[src/rtl/uart_frame_instr_loader.sv]
// Framed, checksummed UART instruction loader with ACK/NAK response.
// Ports: clk/rst, rx_byte/rx_done/rx_parity_err in, tx_byte/tx_en/tx_busy,
//   wr_en/wr_addr/wr_data to imem, loading/frame_done/last_err/frame_count status.
module uart_frame_instr_loader #(
  parameter int INSTR_WIDTH    = 32,
  parameter int DEPTH          = 256,
  parameter int ADDR_BYTES     = 2,
  parameter int BIG_ENDIAN     = 1,
  parameter int TIMEOUT_CYCLES = 500000,
  localparam int AW            = $clog2(DEPTH)
) (
  input  logic                   clk,
  input  logic                   rst,
  input  logic [7:0]             rx_byte,
  input  logic                   rx_done,
  input  logic                   rx_parity_err,
  output logic [7:0]             tx_byte,
  output logic                   tx_en,
  input  logic                   tx_busy,
  output logic                   wr_en,
  output logic [AW-1:0]          wr_addr,
  output logic [INSTR_WIDTH-1:0] wr_data,
  output logic                   loading,
  output logic                   frame_done,
  output logic [2:0]             last_err,
  output logic [15:0]            frame_count
);

  localparam int BPW = INSTR_WIDTH / 8;
  localparam int AXW = 8 * ADDR_BYTES;
  localparam int BIW = (BPW > 1) ? $clog2(BPW) : 1;
  localparam int HBW = (ADDR_BYTES > 1) ? $clog2(ADDR_BYTES) : 1;
  localparam int SW  = ((AXW > 16) ? AXW : 16) + 1;
  localparam int TW  = $clog2(TIMEOUT_CYCLES + 1);

  typedef enum logic [2:0] {
    S_IDLE, S_ADDR, S_LEN, S_DATA, S_CSUM, S_RESP
  } state_t;

  state_t                 state;
  logic [AXW-1:0]         addr;
  logic [15:0]            count;
  logic [15:0]            word_idx;
  logic [HBW-1:0]         hdr_cnt;
  logic                   len_cnt;
  logic [BIW-1:0]         bidx;
  logic [INSTR_WIDTH-1:0] shreg;
  logic [7:0]             csum;
  logic [2:0]             err;
  logic [TW-1:0]          timer;

  logic [7:0]             sum_n;
  logic [15:0]            count_n;
  logic                   range_bad;
  logic [BIW-1:0]         byte_pos;
  logic [INSTR_WIDTH-1:0] word_n;
  logic                   last_byte;
  logic                   last_word;
  logic [2:0]             err_n;
  logic                   supp;

  always_comb begin
    sum_n     = csum + rx_byte;
    count_n   = {count[7:0], rx_byte};
    range_bad = (SW'(addr) >= SW'(DEPTH)) ||
                (SW'(addr) + SW'(count_n) > SW'(DEPTH));
    byte_pos  = (BIG_ENDIAN != 0) ? (BIW'(BPW - 1) - bidx) : bidx;
    word_n    = shreg;
    word_n[byte_pos*8 +: 8] = rx_byte;
    last_byte = (bidx == BIW'(BPW - 1));
    last_word = (word_idx == count - 16'd1);
    // Higher error codes overwrite lower ones; checksum applies to a clean frame only.
    err_n = err;
    if (state == S_LEN && len_cnt && range_bad && err < 3'd2)
      err_n = 3'd2;
    if (state == S_CSUM && sum_n != 8'd0 && err == 3'd0)
      err_n = 3'd1;
    if (rx_parity_err && err_n < 3'd3)
      err_n = 3'd3;
    supp = (err_n == 3'd2) || (err_n == 3'd3);
  end

  always_ff @(posedge clk or posedge rst) begin
    if (rst) begin
      state       <= S_IDLE;
      addr        <= '0;
      count       <= '0;
      word_idx    <= '0;
      hdr_cnt     <= '0;
      len_cnt     <= 1'b0;
      bidx        <= '0;
      shreg       <= '0;
      csum        <= '0;
      err         <= '0;
      timer       <= '0;
      tx_byte     <= '0;
      tx_en       <= 1'b0;
      wr_en       <= 1'b0;
      wr_addr     <= '0;
      wr_data     <= '0;
      loading     <= 1'b0;
      frame_done  <= 1'b0;
      last_err    <= '0;
      frame_count <= '0;
    end else begin
      wr_en      <= 1'b0;
      tx_en      <= 1'b0;
      frame_done <= 1'b0;
      case (state)
        S_IDLE: begin
          if (rx_done && rx_byte == 8'hA5) begin
            state    <= S_ADDR;
            loading  <= 1'b1;
            csum     <= '0;
            err      <= '0;
            word_idx <= '0;
            bidx     <= '0;
            hdr_cnt  <= '0;
            len_cnt  <= 1'b0;
            timer    <= '0;
            addr     <= '0;
            count    <= '0;
          end
        end
        S_RESP: begin
          if (!tx_busy) begin
            tx_en      <= 1'b1;
            tx_byte    <= (err == 3'd0) ? 8'h06 : {5'b00010, err};
            frame_done <= 1'b1;
            last_err   <= err;
            if (err == 3'd0)
              frame_count <= frame_count + 16'd1;
            loading    <= 1'b0;
            timer      <= '0;
            state      <= S_IDLE;
          end
        end
        default: begin
          // A byte arriving on the expiry cycle takes precedence.
          if (rx_done) begin
            timer <= '0;
            csum  <= sum_n;
            err   <= err_n;
            case (state)
              S_ADDR: begin
                addr    <= AXW'({addr, rx_byte});
                hdr_cnt <= hdr_cnt + HBW'(1);
                if (hdr_cnt == HBW'(ADDR_BYTES - 1))
                  state <= S_LEN;
              end
              S_LEN: begin
                count   <= count_n;
                len_cnt <= 1'b1;
                if (len_cnt)
                  state <= (count_n == 16'd0) ? S_CSUM : S_DATA;
              end
              S_DATA: begin
                shreg <= word_n;
                if (last_byte) begin
                  bidx     <= '0;
                  word_idx <= word_idx + 16'd1;
                  if (!supp) begin
                    wr_en   <= 1'b1;
                    wr_addr <= AW'(SW'(addr) + SW'(word_idx));
                    wr_data <= word_n;
                  end
                  if (last_word)
                    state <= S_CSUM;
                end else begin
                  bidx <= bidx + BIW'(1);
                end
              end
              S_CSUM: state <= S_RESP;
              default: ;
            endcase
          end else if (timer == TW'(TIMEOUT_CYCLES - 1)) begin
            err   <= 3'd4;
            state <= S_RESP;
          end else begin
            timer <= timer + TW'(1);
          end
        end
      endcase
    end
  end

endmodule
[config.mk]
export PLATFORM = sky130hd
export DESIGN_NAME = uart_frame_instr_loader
export DESIGN_NICKNAME = d
export VERILOG_FILES = /design/src/rtl/uart_frame_instr_loader.sv
export SDC_FILE = /design/constraint.sdc
export NUM_CORES = 1
export LEC_CHECK = 0
export ABC_AREA = 1
export BUFFER_PORTS_ARGS = -buffer_cell sky130_fd_sc_hd__buf_2
export CAP_MARGIN = 20
export CORE_MARGIN = 2
export CORE_UTILIZATION = 31
export CTS_CLUSTER_SIZE = 28
export DETAILED_ROUTE_END_ITERATION = 16
export SLEW_MARGIN = 20
export SYNTH_ARGS = -nofsm -noshare
export SYNTH_HDL_FRONTEND = slang
export SYNTH_SLANG_ARGS = --single-unit
[constraint.sdc]
create_clock -name clk -period 8.3 [get_ports clk]
set_input_delay 1.66 -clock clk [delete_from_list [all_inputs] [get_ports clk]]
set_output_delay 1.66 -clock clk [all_outputs]
set_load 0.005 [all_outputs]
* Yosys cells after proc, flatten, opt, wreduce, memory -nomap -nowiden
Index checks and enable logic that the tools add are counted.
** Cells by class
- Bitwise operators :: 4
- Multiplexer cells :: 61
- Add/sub/neg operators :: 11
- Eq/ne operators :: 19
- Reduce and logical (&&, ||, !) cells :: 35
- Magnitude comparators :: 4
- Shifts and indexed selects :: 2
** Operators by type and width (count)
- $mux 16 :: 8
- $pmux 16 s2 :: 3
- $mux 19 :: 4
- $mux 3 :: 15
- $pmux 19 s2 :: 1
- $neg 5->34 :: 1
- $shift 8x34->32 const A :: 1
- $shiftx 8x34->32 :: 1
- $add 16x1->16 const B :: 2
- $bwmux 32 :: 1
- $add 19x1->19 const B :: 1
- $eq 19x19->1 const B :: 1
- $reduce_and 3->1 :: 6
- $add 16x16->17 :: 1
- $gt 17x9->1 const B :: 1
- $add 8x8->8 :: 2
- $eq 16x16->1 :: 1
- $ge 16x9->1 const B :: 1
- $logic_not 16->1 :: 1
- $mux 8 :: 2
- $pmux 8 s2 :: 1
- $sub 16x1->16 const B :: 1
- $ne 5x5->1 const B :: 3
- $mux 1 :: 14
- other kinds (32) :: 63
** Storage, ports and cells
- Output and inout bits :: 71
- Bits in registers :: 187
- Word-level logic and storage cells :: 155

* Depth between registers and ports, before layout
Gate-level depths: netlist of run 1.
- Depth in word-level cells :: 17
- Gate-level depth with buffers :: 22
- Gate-level depth less buffers :: 21

* Worst setup path before layout of run 1
OpenSTA, ideal clock, no wires.
- Path kind :: input-to-reg
- Start :: in rx_byte[0]
- End :: reg wr_addr[0]
- Path slack :: 4627 ps
- Setup time :: 117 ps
- Required time :: 8183 ps
- Stages :: 21
- Path buffers :: 1
- Arrival :: 3556 ps
- Path through :: ha_1 -> fa_1 -> nand3_1 -> nand2_1 -> nand2_2 -> nand2_2 -> nand2_1 -> nand2_1 -> nand2_1 -> nand2_1 -> nor2_1 -> nand2_1 -> inv_1 -> nand2_1 -> nand2_2 -> nand3_4 -> nand2_4 -> nand2_4 -> buf_6 -> nand2_1 -> nand2_1
** On the way
- Cells in the longest elaborated chain, start to end :: 14
- Elaborated cells between the ends (all ways) :: 19
** Ends and longest elaborated chain
- from (decl) :: line 14 : input logic [7:0] rx_byte,
- $add 16x16->17 :: line 66 : (SW'(addr) + SW'(count_n) > SW'(DEPTH));
- $gt 17x9->1 :: line 66
- $logic_or 1x1->1 :: line 65 : range_bad = (SW'(addr) >= SW'(DEPTH)) ||
- $logic_and 1x1->1 (2 in series) :: line 74 : if (state == S_LEN && len_cnt && range_bad && err < 3'd2)
- $mux 3 :: line 74
- $mux 3 (*) :: line 76 : if (state == S_CSUM && sum_n != 8'd0 && err == 3'd0)
- $lt 3x2->1 :: line 78 : if (rx_parity_err && err_n < 3'd3)
- $logic_and 1x1->1 :: line 78
- $mux 3 (*) :: line 78
- $eq 3x2->1 :: line 80 : supp = (err_n == 3'd2) || (err_n == 3'd3);
- $logic_or 1x1->1 (*) :: line 80
- $not 1->1 (no line) (*)
- $reduce_and 5->1 (no line) (*)
- to (signal assigned) :: line 164 : wr_addr <= AW'(SW'(addr) + SW'(word_idx));
- to (decl) :: line 21 : output logic [AW-1:0] wr_addr,
Mark *: on every way between the ends. The rest lies on a longest branch, timed or not.
A chain may end at the register's enable or synchronous reset.

* Worst setup path after layout of run 1
- Start :: in rx_byte[0]
- End :: reg wr_data[18]
** On the way
- Cells in the longest elaborated chain, start to end :: 14
- Elaborated cells between the ends (all ways) :: 21
** Ends and longest elaborated chain
- $add 16x16->17 :: line 66
- $gt 17x9->1 :: line 66
- $logic_or 1x1->1 :: line 65
- $logic_and 1x1->1 (2 in series) :: line 74
- $mux 3 :: line 74
- $mux 3 :: line 76
- $lt 3x2->1 :: line 78
- $logic_and 1x1->1 :: line 78
- $mux 3 :: line 78
- $eq 3x2->1 :: line 80
- $logic_or 1x1->1 :: line 80
- $not 1->1 (no line)
- $reduce_and 5->1 (no line)
- to (signal assigned) :: line 165 : wr_data <= word_n;
- to (decl) :: line 22 : output logic [INSTR_WIDTH-1:0] wr_data,
Several ways; a longest one is shown, not always the timed one.

==> summary.md, run 1 <==
| Metric | Value |
|---|---|
| Outcome | finished, final reports clean |
| Global-route wire length before repair | 45.5 mm |
| Number of max-cap violations | 0 |
| Cell type with the largest total area after synthesis | dfrtp_1 |
| Rows | 67 |
| Setup WS post-layout | 4.05 ns |
| H-tree depth | 4 |
| Count leader, synth | nand2_1 |
| Avg WL per Cell | 14.7 um |
| Compound-cell area share of the yosys netlist | 10.2% |
| Final Skew | 0.0115 ns |
| #FFs+latches synth | 183 |
| Routing usage on met3 | 2.06% |
| PortBufs | 79 |
| Core area | 0.0337 mm2 |
| Clock sink total | 183 |
| Synth cell types | 53 |
| Simple-gate area share of the yosys netlist | 27.9% |
| CTS Buf Count | 17 |
| Worst Tran Pin Value | 0.750 ns |
| Slew margin rel. | 50.0% |
| Critical path's top delay family | simple AND/OR/NAND/NOR gates |
| Xor/xnor share of the synthesized area | 5.09% |
| Share of layout cells above drive strength 1 | 11.2% |
| Most frequent CP cell | nand2_1 |
| # IOs | 84 |
| Seq/Total Area, Yosys | 42.9% |
| Slowest stage cell, crit path | fa_1 |
| Root buffer cell | clkbuf_16 |
| GRT Max-Usage Layer | met2 |
| Dpl ws | 3.54 ns |
| DIE HEIGHT | 190 um |
| Syn_area_per_cell | 7.75 um2 |
| Crit end category | flip-flop |
| Gates resized, CTS repair | 0 |
| Largest net degree at the start of global routing | 107 |
| Cell area power density | 348 mW/mm2 |
| CP max FO | 42 |
| Req. time, crit path | 8.62 ns |
| Delay of the slowest cell on the worst path | 0.42 ns |
| Arrival time at the worst endpoint | 4.58 ns |
| Period utilisation layout | 51.3% |
| Clk pin slew, worst setup/hold paths | 0.07 ns |
| Worst IR Drop VDD | 0.136 mV |
| Final HPWL DP | 20.9 mm |
| Setup Buffers After CTS | 0 |
| Final setup vio count | 0 |
| Routed WL | 28.0 mm |
| DRT iter0 DRCs | 681 |
| CP bufs+invs | 1 |
| Netlist Area Pre-Place | 0.0107 mm2 |
| Most frequent cells after synthesis | nand2_1 (370), dfrtp_1 (183), inv_1 (180) |
| Hold-fix buffers, CTS | 0 |
| Synth top area share | 42.9% |
| Effective utilization at floorplan | 31.7% |
| Final Hold Viols | 0 |
| Synth warnings | 0 |
| Met2 Use GR | 26.9% |
| Vias in the first global route | 8,709 |
| Post-Place Cell Area | 0.0115 mm2 |
| DR vias | 9,155 |
| Adder-cell area share of the yosys netlist | 5.14% |
| Die ar. | 0.0359 mm2 |
| Routed Antenna Nets | 0 |
| Critical path launch point type | primary input |
| Final min period | 4.25 ns |
| GR Util met1 | 21.1% |
| Setup_tns | 0 ns |
| DRC Markers | 0 |
| Fin area | 0.0120 mm2 |
| Final nets | 1,498 |
| Leakage | 5.98 nW |
| Syn Inst Count | 1,376 |
| DRT Pass-1 Iters | 5 |
| Mux contribution to synthesized area | 0% |
| Tot GR Track Use | 15.8% |
| WS Path Type | primary input to flip-flop |
| Routability-driven placement congestion ratio | 0.911 |
| Synth Flop Type | dfrtp_1 |
| DR vias/cell | 4.81 |
| Max Fclk | 235 MHz |
| Overflow after GRT | 0 |
| CP Cell Sequence | buf_2 > ha_1 > fa_1 > nand3_1 > nand2_1 > nand2_2 > nand2_2 > nand2_1 > nand3b_1 > nand2_1 > nand3_1 > nor2_1 > nand2_1 > nand2_2 > nand3_4 > nand2_4 > nand2_4 > nand2_1 > nand2_1 |
| Worst-Skew Late Latency | 0.43 ns |
| TritonCTS clock tree | built |
| Area growth syn-to-layout | 12.7% |
| Top cells by area, synth | dfrtp_1 (43%), nand2_1 (13%), inv_1 (6.3%), nand3_1 (4.9%), ha_1 (4.6%) |
| Final slew viol count | 0 |
| Largest family of logic cells by synthesized area | simple AND/OR/NAND/NOR gates |
| Post-synth EDFFs | 0 |
| Initial antenna violation count | 0 |
| ANT cells | 0 |
| Worst hold path type | flip-flop to flip-flop |
| Hold_ws | 0.465 ns |
| Async S/R FF share, synth | 100% |
| RSZ-0062 raised after global routing | no |
| Die W | 190 um |
| Clock buffer depth | 2 |
## sequential cells by signal (all words and copies together) (netlist names)
signal and flops:
state 3, wr_addr 8, len_cnt 1, frame_count 16
tx_byte 4, timer 19, addr 16, shreg 32
last_err 3, csum 8, word_idx 16, loading 1
err 3, hdr_cnt 1, wr_data 32, count 16
bidx 2, wr_en 1, frame_done 1
## routing by layer
layer  vias to the layer above  part of all wire (%)
li1                       4592                     -
met1                      4345                    47
met2                       191                    48
met3                        27                   3.5
met4                         0                   1.4
met5                         -                     0
## report_power, final
group          internal, mW  switching [mW]  total, mW
sequential             1.21           0.248       1.46
clock                 0.401           0.357      0.758
combinational         0.705            1.27       1.97
## stage by stage
step	cells	total power [mW]	utilization (%)
final	1904	4.19	35.7
after global routing	1904	4.57	35.7
after CTS	1903	4.22	35.6
after detailed placement	1871	3.45	34.0
after global placement	1871	3.42	34.0
after floorplan	1379	2.85	-
## placed cells by master, fill, tap and decap left out, types with 5 or more instances in the layout
master,n
nand2_1,370
dfrtp_1,183
inv_1,179
nand3_1,104
nor2_1,100
o21ai_0,90
buf_2,79
xor2_1,48
o22ai_1,47
ha_1,39
a21oi_1,32
nand4_1,21
nor3_1,18
clkbuf_16,17
xnor2_1,14
inv_2,10
nand2_2,9
nor4_1,7
nor3_2,5
nor2_2,5
o31ai_1,5
## cells by family (layout without fill, tap and decap cells)
family                     Yosys count  after routing
DFF                                183            183
other                                1              4
and+or+nand+nor                    666            666
xor gates and xnor gates            62             62
buffers and inverters              229            306
adders and majority gates           42             42
AOI/OAI and AO/OA                  193            193
## worst paths after layout
check	from	to	slack [ns]	cells after the start
worst max-delay path	rx_byte[0]	wr_data[18]	4.05	19
worst min-delay path	frame_count[15]	frame_count[15]	0.46	1
worst max register to register	addr[0]	wr_data[18]	4.99	18
worst min register to register	frame_count[15]	frame_count[15]	0.46	1
max in group asynchronous	rst	count[3]	5.77	4
min in group asynchronous	rst	frame_count[15]	1.37	2
## cell type report
cell class                      count  area, um2
Clock buffer                       23        468
Timing Repair Buffer               84        453
Tap cell                          448        561
Fill cell                        3568      21700
Clock inverter                      9       67.6
Sequential cell                   183       4580
Multi-Input combinational cell    967       5170
Inverter                          190        721
(Power assumes the default switching activity.)
==> inputs of run 2 (changes only) <==
Clock period 8.3 ns to 4.08 ns, I/O delays scaled along.
==> summary.md, run 2 (same netlist as run 1, synthesis figures left out) <==
| Metric | Value |
|---|---|
| Global-route wire length before repair | 46.1 mm (+1.3%) |
| Share of layout cells above drive strength 1 | 11.4% (+0.19 points) |
| Setup_tns | 0 ns (unchanged) |
| Most common cell after layout, fill and taps aside | nand2_1 |
| Req. time, crit path | 4.45 ns (-4.17 ns) |
| DRC Markers | 0 (unchanged) |
| CTS Buf Count | 17 (unchanged) |
| Worst-Skew Late Latency | 0.44 ns (about the same) |
| Delay of the slowest cell on the worst path | 0.41 ns (about the same) |
| Cell area power density | 719 mW/mm2 (+110%) |
| Die ar. | 0.0359 mm2 (unchanged) |
| Max Fclk | 321 MHz |
| Worst IR Drop VDD | 0.279 mV (+110%) |
| Critical path's top delay family | simple AND/OR/NAND/NOR gates |
| # IOs | 84 (unchanged) |
| DR vias/cell | 4.80 (-0.13%) |
| Reg2Reg Depth | 20 (+2) |
| Slew margin rel. | 47.6% (-2.5 points) |
| Overflow after GRT | 0 (unchanged) |
| Avg WL per Cell | 14.8 um (+0.46%) |
| Crit end category | flip-flop |
| Clk pin slew, worst setup/hold paths | 0.07 ns (about the same) |
| Effective utilization at floorplan | 31.7% (unchanged) |
| WS Path Type | primary input to flip-flop |
| Outcome | finished, final reports clean |
| Leakage | 6.01 nW (+0.51%) |
| Final Skew | 0.00737 ns (-0.00408 ns) |
| Area growth syn-to-layout | 13.2% |
| PortBufs | 79 (unchanged) |
| Die W | 190 um (unchanged) |
| Routed Antenna Nets | 0 (unchanged) |
| Final setup vio count | 0 (unchanged) |
| CP Cell Sequence | buf_2 > ha_1 > fa_1 > nand3_1 > nand2_1 > nand2_1 > nand2_1 > nand2_1 > nand2_1 > nand2_1 > nand2_1 > inv_1 > nand2_1 > nor2_1 > nand2_1 > nand2_2 > nand3_4 > nand2_4 > buf_4 > nand3_1 > nand2_1 |
| H-tree depth | 4 (unchanged) |
| CP bufs+invs | 3 (+2) |
| ANT cells | 0 (unchanged) |
| Initial antenna violation count | 0 (unchanged) |
| Final HPWL DP | 21.1 mm (+1.3%) |
| CP max FO | 41 (-2.4%) |
| Slowest stage cell, crit path | fa_1 |
| Setup Buffers After CTS | 0 (unchanged) |
| Clock buffer depth | 2 (unchanged) |
| DRT iter0 DRCs | 633 (-7.0%) |
| DIE HEIGHT | 190 um (unchanged) |
| Period utilisation layout | 76.4% |
| Gates resized, CTS repair | 0 (unchanged) |
| TritonCTS clock tree | built |
| Core area | 0.0337 mm2 (unchanged) |
| Multi-input logic area | 0.00517 mm2 (unchanged) |
| Post-Route Utilization | 35.9% (+0.18 points) |
| Most frequent cells in the layout | nand2_1 (370), dfrtp_1 (183), inv_1 (179) |
| Critical path launch point type | primary input |
| DR vias | 9,153 (-0.022%) |
| Routed WL | 28.1 mm (+0.56%) |
| FF+latch area | 0.00458 mm2 (unchanged) |
| Tot GR Track Use | 16.1% (+0.27 points) |
| Worst Tran Pin Value | 0.784 ns (+0.0346 ns) |
| Arrival time at the worst endpoint | 3.49 ns (-1.09 ns) |
| Top Registers | shreg (32), wr_data (32), timer (19) |
| Fill cell count | 3,565 (-0.084%) |
| DRT Pass-1 Iters | 5 (unchanged) |
| Crit path depth | 21 (+2) |
| Final Hold Viols | 0 (unchanged) |
| Final nets | 1,500 (+0.13%) |
| Clock sink total | 183 (unchanged) |
| Hold-fix buffers, CTS | 0 (unchanged) |
| Routability-driven placement congestion ratio | 0.915 (+0.45%) |
| Final slew viol count | 0 (unchanged) |
| Rows | 67 (unchanged) |
| RSZ-0062 raised after global routing | no |
| Number of max-cap violations | 0 (unchanged) |
| Vias in the first global route | 8,933 (+2.6%) |
| Root buffer cell | clkbuf_16 |
| Final min period | 3.12 ns |
| Largest net degree at the start of global routing | 92 (-14%) |
| Most frequent CP cell | nand2_1 |
| Worst hold path type | primary input to async pin |
run 2: cell count changes in the layout (fill, tap and decap cells not counted), sizes merged:
cell	previous run	this run
bufinv	0	2
buf	84	86
inv	192	194
clkbuf	23	20
clkinv	4	3
run 2: path summary, 6_finish.rpt:
| path | start | end | slack [ns] |
|---|---|---|---|
| min in group clk | wr_data[27] | wr_data[27] | 0.46 |
| worst max-delay path | rx_byte[0] | wr_data[5] | 0.96 |
| worst max register to register | addr[0] | wr_data[5] | 1.07 |
| max in group asynchronous | rst | word_idx[10] | 2.74 |
| worst min-delay path | rst | wr_data[3] | 0.46 |
| worst min register to register | wr_data[27] | wr_data[27] | 0.46 |
run 2: cell type report:
cell class | instances | share of cell area (%)
tap | 448 | 4.64
inverter | 190 | 5.93
multi-input combinational | 967 | 42.8
clock inverter | 12 | 1.18
clock buffer | 20 | 3.61
timing repair buffer | 86 | 3.91
sequential | 183 | 37.9
run 2: worst register-to-register path: cells and delay by family, from the launching register on:
family	cells	cell delay [ns]
AND/OR/NAND/NOR	16	1.42
adder cells (fa/ha/maj)	2	0.67
flip-flops	1	0.43
buffers and inverters	2	0.42
run 2: routing by layer:
metal  track usage [%]  vias to the layer above  routed length, um
li1                  -                     4589                  -
met1              20.5                     4309              12600
met2              27.3                      208              13500
met3              2.56                       47               1290
met4              6.29                        0                784
met5                 0                        -                  0
run 2: report_power, final:
part           total (mW)  internal (mW)  switching (mW)
Sequential           2.98           2.46           0.517
Combinational        4.04           1.44            2.59
Clock                1.67          0.916           0.750
run 2: per-stage QoR:
step                      hold WS (ns)  setup slack, ns  cell area, um2  instances  total power [mW]
final                            0.462            0.962           12100       1906              8.68
after global routing             0.487            0.692           12100       1906              9.44
after CTS                        0.461            0.987           12100       1906              8.74
after detailed placement         0.454            0.537           11500       1874              7.04
after global placement           0.452            0.534           11500       1874              6.97
after floorplan                  0.457            0.913           10700       1379              5.81
==> inputs of run 3 (changes only) <==
Clock period 4.08 ns to 2.8 ns, I/O delays scaled along.
==> summary.md, run 3 (same netlist as run 1, synthesis figures left out) <==
| Metric | Value |
|---|---|
| Number of max-cap violations | 0 (unchanged) |
| Critical path's top delay family | simple AND/OR/NAND/NOR gates |
| Initial antenna violation count | 0 (unchanged) |
| Crit end category | flip-flop |
| Slew margin rel. | 61.7% (+14 points) |
| CP Cell Sequence | ha_2 > nand2_1 > nor2_2 > and2_1 > nand2_1 > nand3_1 > nand2_1 > nor2_1 > nand2_1 > nor2_1 > nand2_2 > nand2_2 > nand3_4 > nand2_4 > nand2_4 > buf_12 > nand2_1 > nand2_1 |
| CTS Buf Count | 17 (unchanged) |
| ANT cells | 0 (unchanged) |
| DRT Pass-1 Iters | 7 (+2) |
| Worst IR Drop VDD | 0.384 mV (+38%) |
| Avg WL per Cell | 14.4 um (-2.2%) |
| Fill cell count | 3,537 (-0.79%) |
| Sw Ratio | 43.7% (-0.80 points) |
| Overflow after GRT | 0 (unchanged) |
| CP bufs+invs | 1 (-2) |
| Arrival time at the worst endpoint | 3.01 ns (-0.48 ns) |
| DRC Markers | 0 (unchanged) |
| Fin area | 0.0125 mm2 (+3.8%) |
| DR vias | 9,278 (+1.4%) |
| Core area | 0.0337 mm2 (unchanged) |
| TritonCTS clock tree | built |
| Worst Tran Pin Value | 0.575 ns (-0.210 ns) |
| CP max FO | 32 (-22%) |
| Vias in the first global route | 8,984 (+0.57%) |
| Final HPWL DP | 21.5 mm (+1.9%) |
| Period utilisation layout | 96.1% |
| Req. time, crit path | 3.12 ns (-1.33 ns) |
| DIE HEIGHT | 190 um (unchanged) |
| CP Launch Point | addr[9] |
| Most frequent cells in the layout | nand2_1 (367), dfrtp_1 (180), inv_1 (179) |
| Critical path launch point type | flip-flop |
| Clock Power Share | 18.4% (-0.8 points) |
| Leakage | 6.19 nW (+2.9%) |
| Crit path depth | 18 (-14%) |
| Outcome | finished, final reports clean |
| H-tree depth | 4 (unchanged) |
| Clock sink total | 183 (unchanged) |
| Die W | 190 um (unchanged) |
| Setup_tns | 0 ns (unchanged) |
| Clock buffer depth | 2 (unchanged) |
| Max Fclk | 372 MHz |
| PortBufs | 79 (unchanged) |
| Top Registers | shreg (32), wr_data (32), timer (19) |
| DRT iter0 DRCs | 660 (+4.3%) |
| Tot GR Track Use | 16.0% (-0.094 points) |
| Worst hold path type | primary input to async pin |
| # IOs | 84 (unchanged) |
| Routed Antenna Nets | 0 (unchanged) |
| WS Path Type | flip-flop to flip-flop |
| Clk pin slew, worst setup/hold paths | 0.07 ns (about the same) |
| Routed WL | 28.1 mm (-0.21%) |
| Final nets | 1,538 (+2.5%) |
| Psw | 5.70 mW (+48%) |
| Delay of the slowest cell on the worst path | 0.42 ns (about the same) |
| Die ar. | 0.0359 mm2 (unchanged) |
| Logic pwr share | 48.5% (+2.0 points) |
| Worst r2r src | addr[9] |
| Worst-Skew Late Latency | 0.43 ns (about the same) |
| P_int | 7.35 mW (+52%) |
| Global-route wire length before repair | 46.3 mm (+0.34%) |
| Most frequent CP cell | nand2_1 |
| Design Power | 13.0 mW (+50%) |
| Slowest stage cell, crit path | dfrtp_1 |
| Share of layout cells above drive strength 1 | 15.2% (+3.8 points) |
| Final slew viol count | 0 (unchanged) |
| DR vias/cell | 4.77 (-0.62%) |
| Effective utilization at floorplan | 31.7% (unchanged) |
| Final Skew | 0.0121 ns (+0.00472 ns) |
| Final setup vio count | 0 (unchanged) |
| Cell area power density | 1040 mW/mm2 (+45%) |
| Final Hold Viols | 0 (unchanged) |
| Sequential share of power | 33.1% (-1.2 points) |
| Placed insts | 1,911 (+2.0%) |
| Routability-driven placement congestion ratio | 0.903 (-1.4%) |
| Area growth syn-to-layout | 17.6% |
| Most common cell after layout, fill and taps aside | nand2_1 |
| Final min period | 2.69 ns |
| Root buffer cell | clkbuf_16 |
| Post-Place Cell Area | 0.0118 mm2 (+2.7%) |
| Final Non-Filler Cells | 1,944 (+2.0%) |
| Reg2Reg Depth | 18 (-10%) |
| Rows | 67 (unchanged) |
| Largest net degree at the start of global routing | 76 (-17%) |
## run 3: cell types whose count changed in the layout (fill, tap and decap cells not counted), moves of 4 or more
cell	change
buf_4	+35
ha_1	-11
ha_2	+4
ha_4	+7
## run 3: per-stage QoR
step / util [%] / setup WS, ns / hold WS [ns]
3_3_place_gp: 35.1 / -0.226 / 0.451
5_1_grt: 37.2 / -0.0146 / 0.125
6_report: 37.2 / 0.110 / 0.119
3_5_place_dp: 35.1 / -0.255 / 0.455
4_1_cts: 36.8 / 0.0299 / 0.110
2_1_floorplan: - / -0.111 / 0.457
## run 3: final cells by class
cell class              instances  area, um2  area share, %
flip-flops and latches        183       4580           36.5
clock inverters                12        144           1.15
multi-input cells             967       5310           42.3
repair buffers                124        796           6.34
inverters                     190        717           5.72
well taps                     448        561           4.47
clock buffers                  20        437           3.48
## run 3: worst paths after layout
kind / end / slack (ns)
setup / recovery: wr_data[4] / 0.11
hold / removal: wr_data[6] / 0.12
setup reg to reg: wr_data[4] / 0.11
hold reg to reg: wr_data[13] / 0.47
max in group asynchronous: shreg[10] / 1.97
min in group clk: wr_data[13] / 0.47
## run 3: power groups by stage
stage | logic, mW | clock network (mW) | registers (mW)
4_1_cts | 6.16 | 2.46 | 4.29
2_1_floorplan | 4.30 | 0 | 4.16
6_report | 6.33 | 2.40 | 4.32
3_5_place_dp | 6.13 | 0 | 4.33
3_3_place_gp | 6.07 | 0 | 4.32
5_1_grt | 7.19 | 2.57 | 4.44
## run 3: layer usage
metal | global-route usage (%) | part of all wire [%] | vias to the layer above
li1 | - | - | 4664
met1 | 20.7 | 46 | 4394
met2 | 27.8 | 49 | 190
met3 | 2.30 | 3.0 | 30
met4 | 4.47 | 1.8 | 0
met5 | 0 | 0 | -
## run 3: timing repair
action | in CTS | in global routing
buffers inserted | 0 | 1
hold buffers | 0 | 0
setup endpoints to repair | 0 | 44
gates resized for setup | 0 | 28
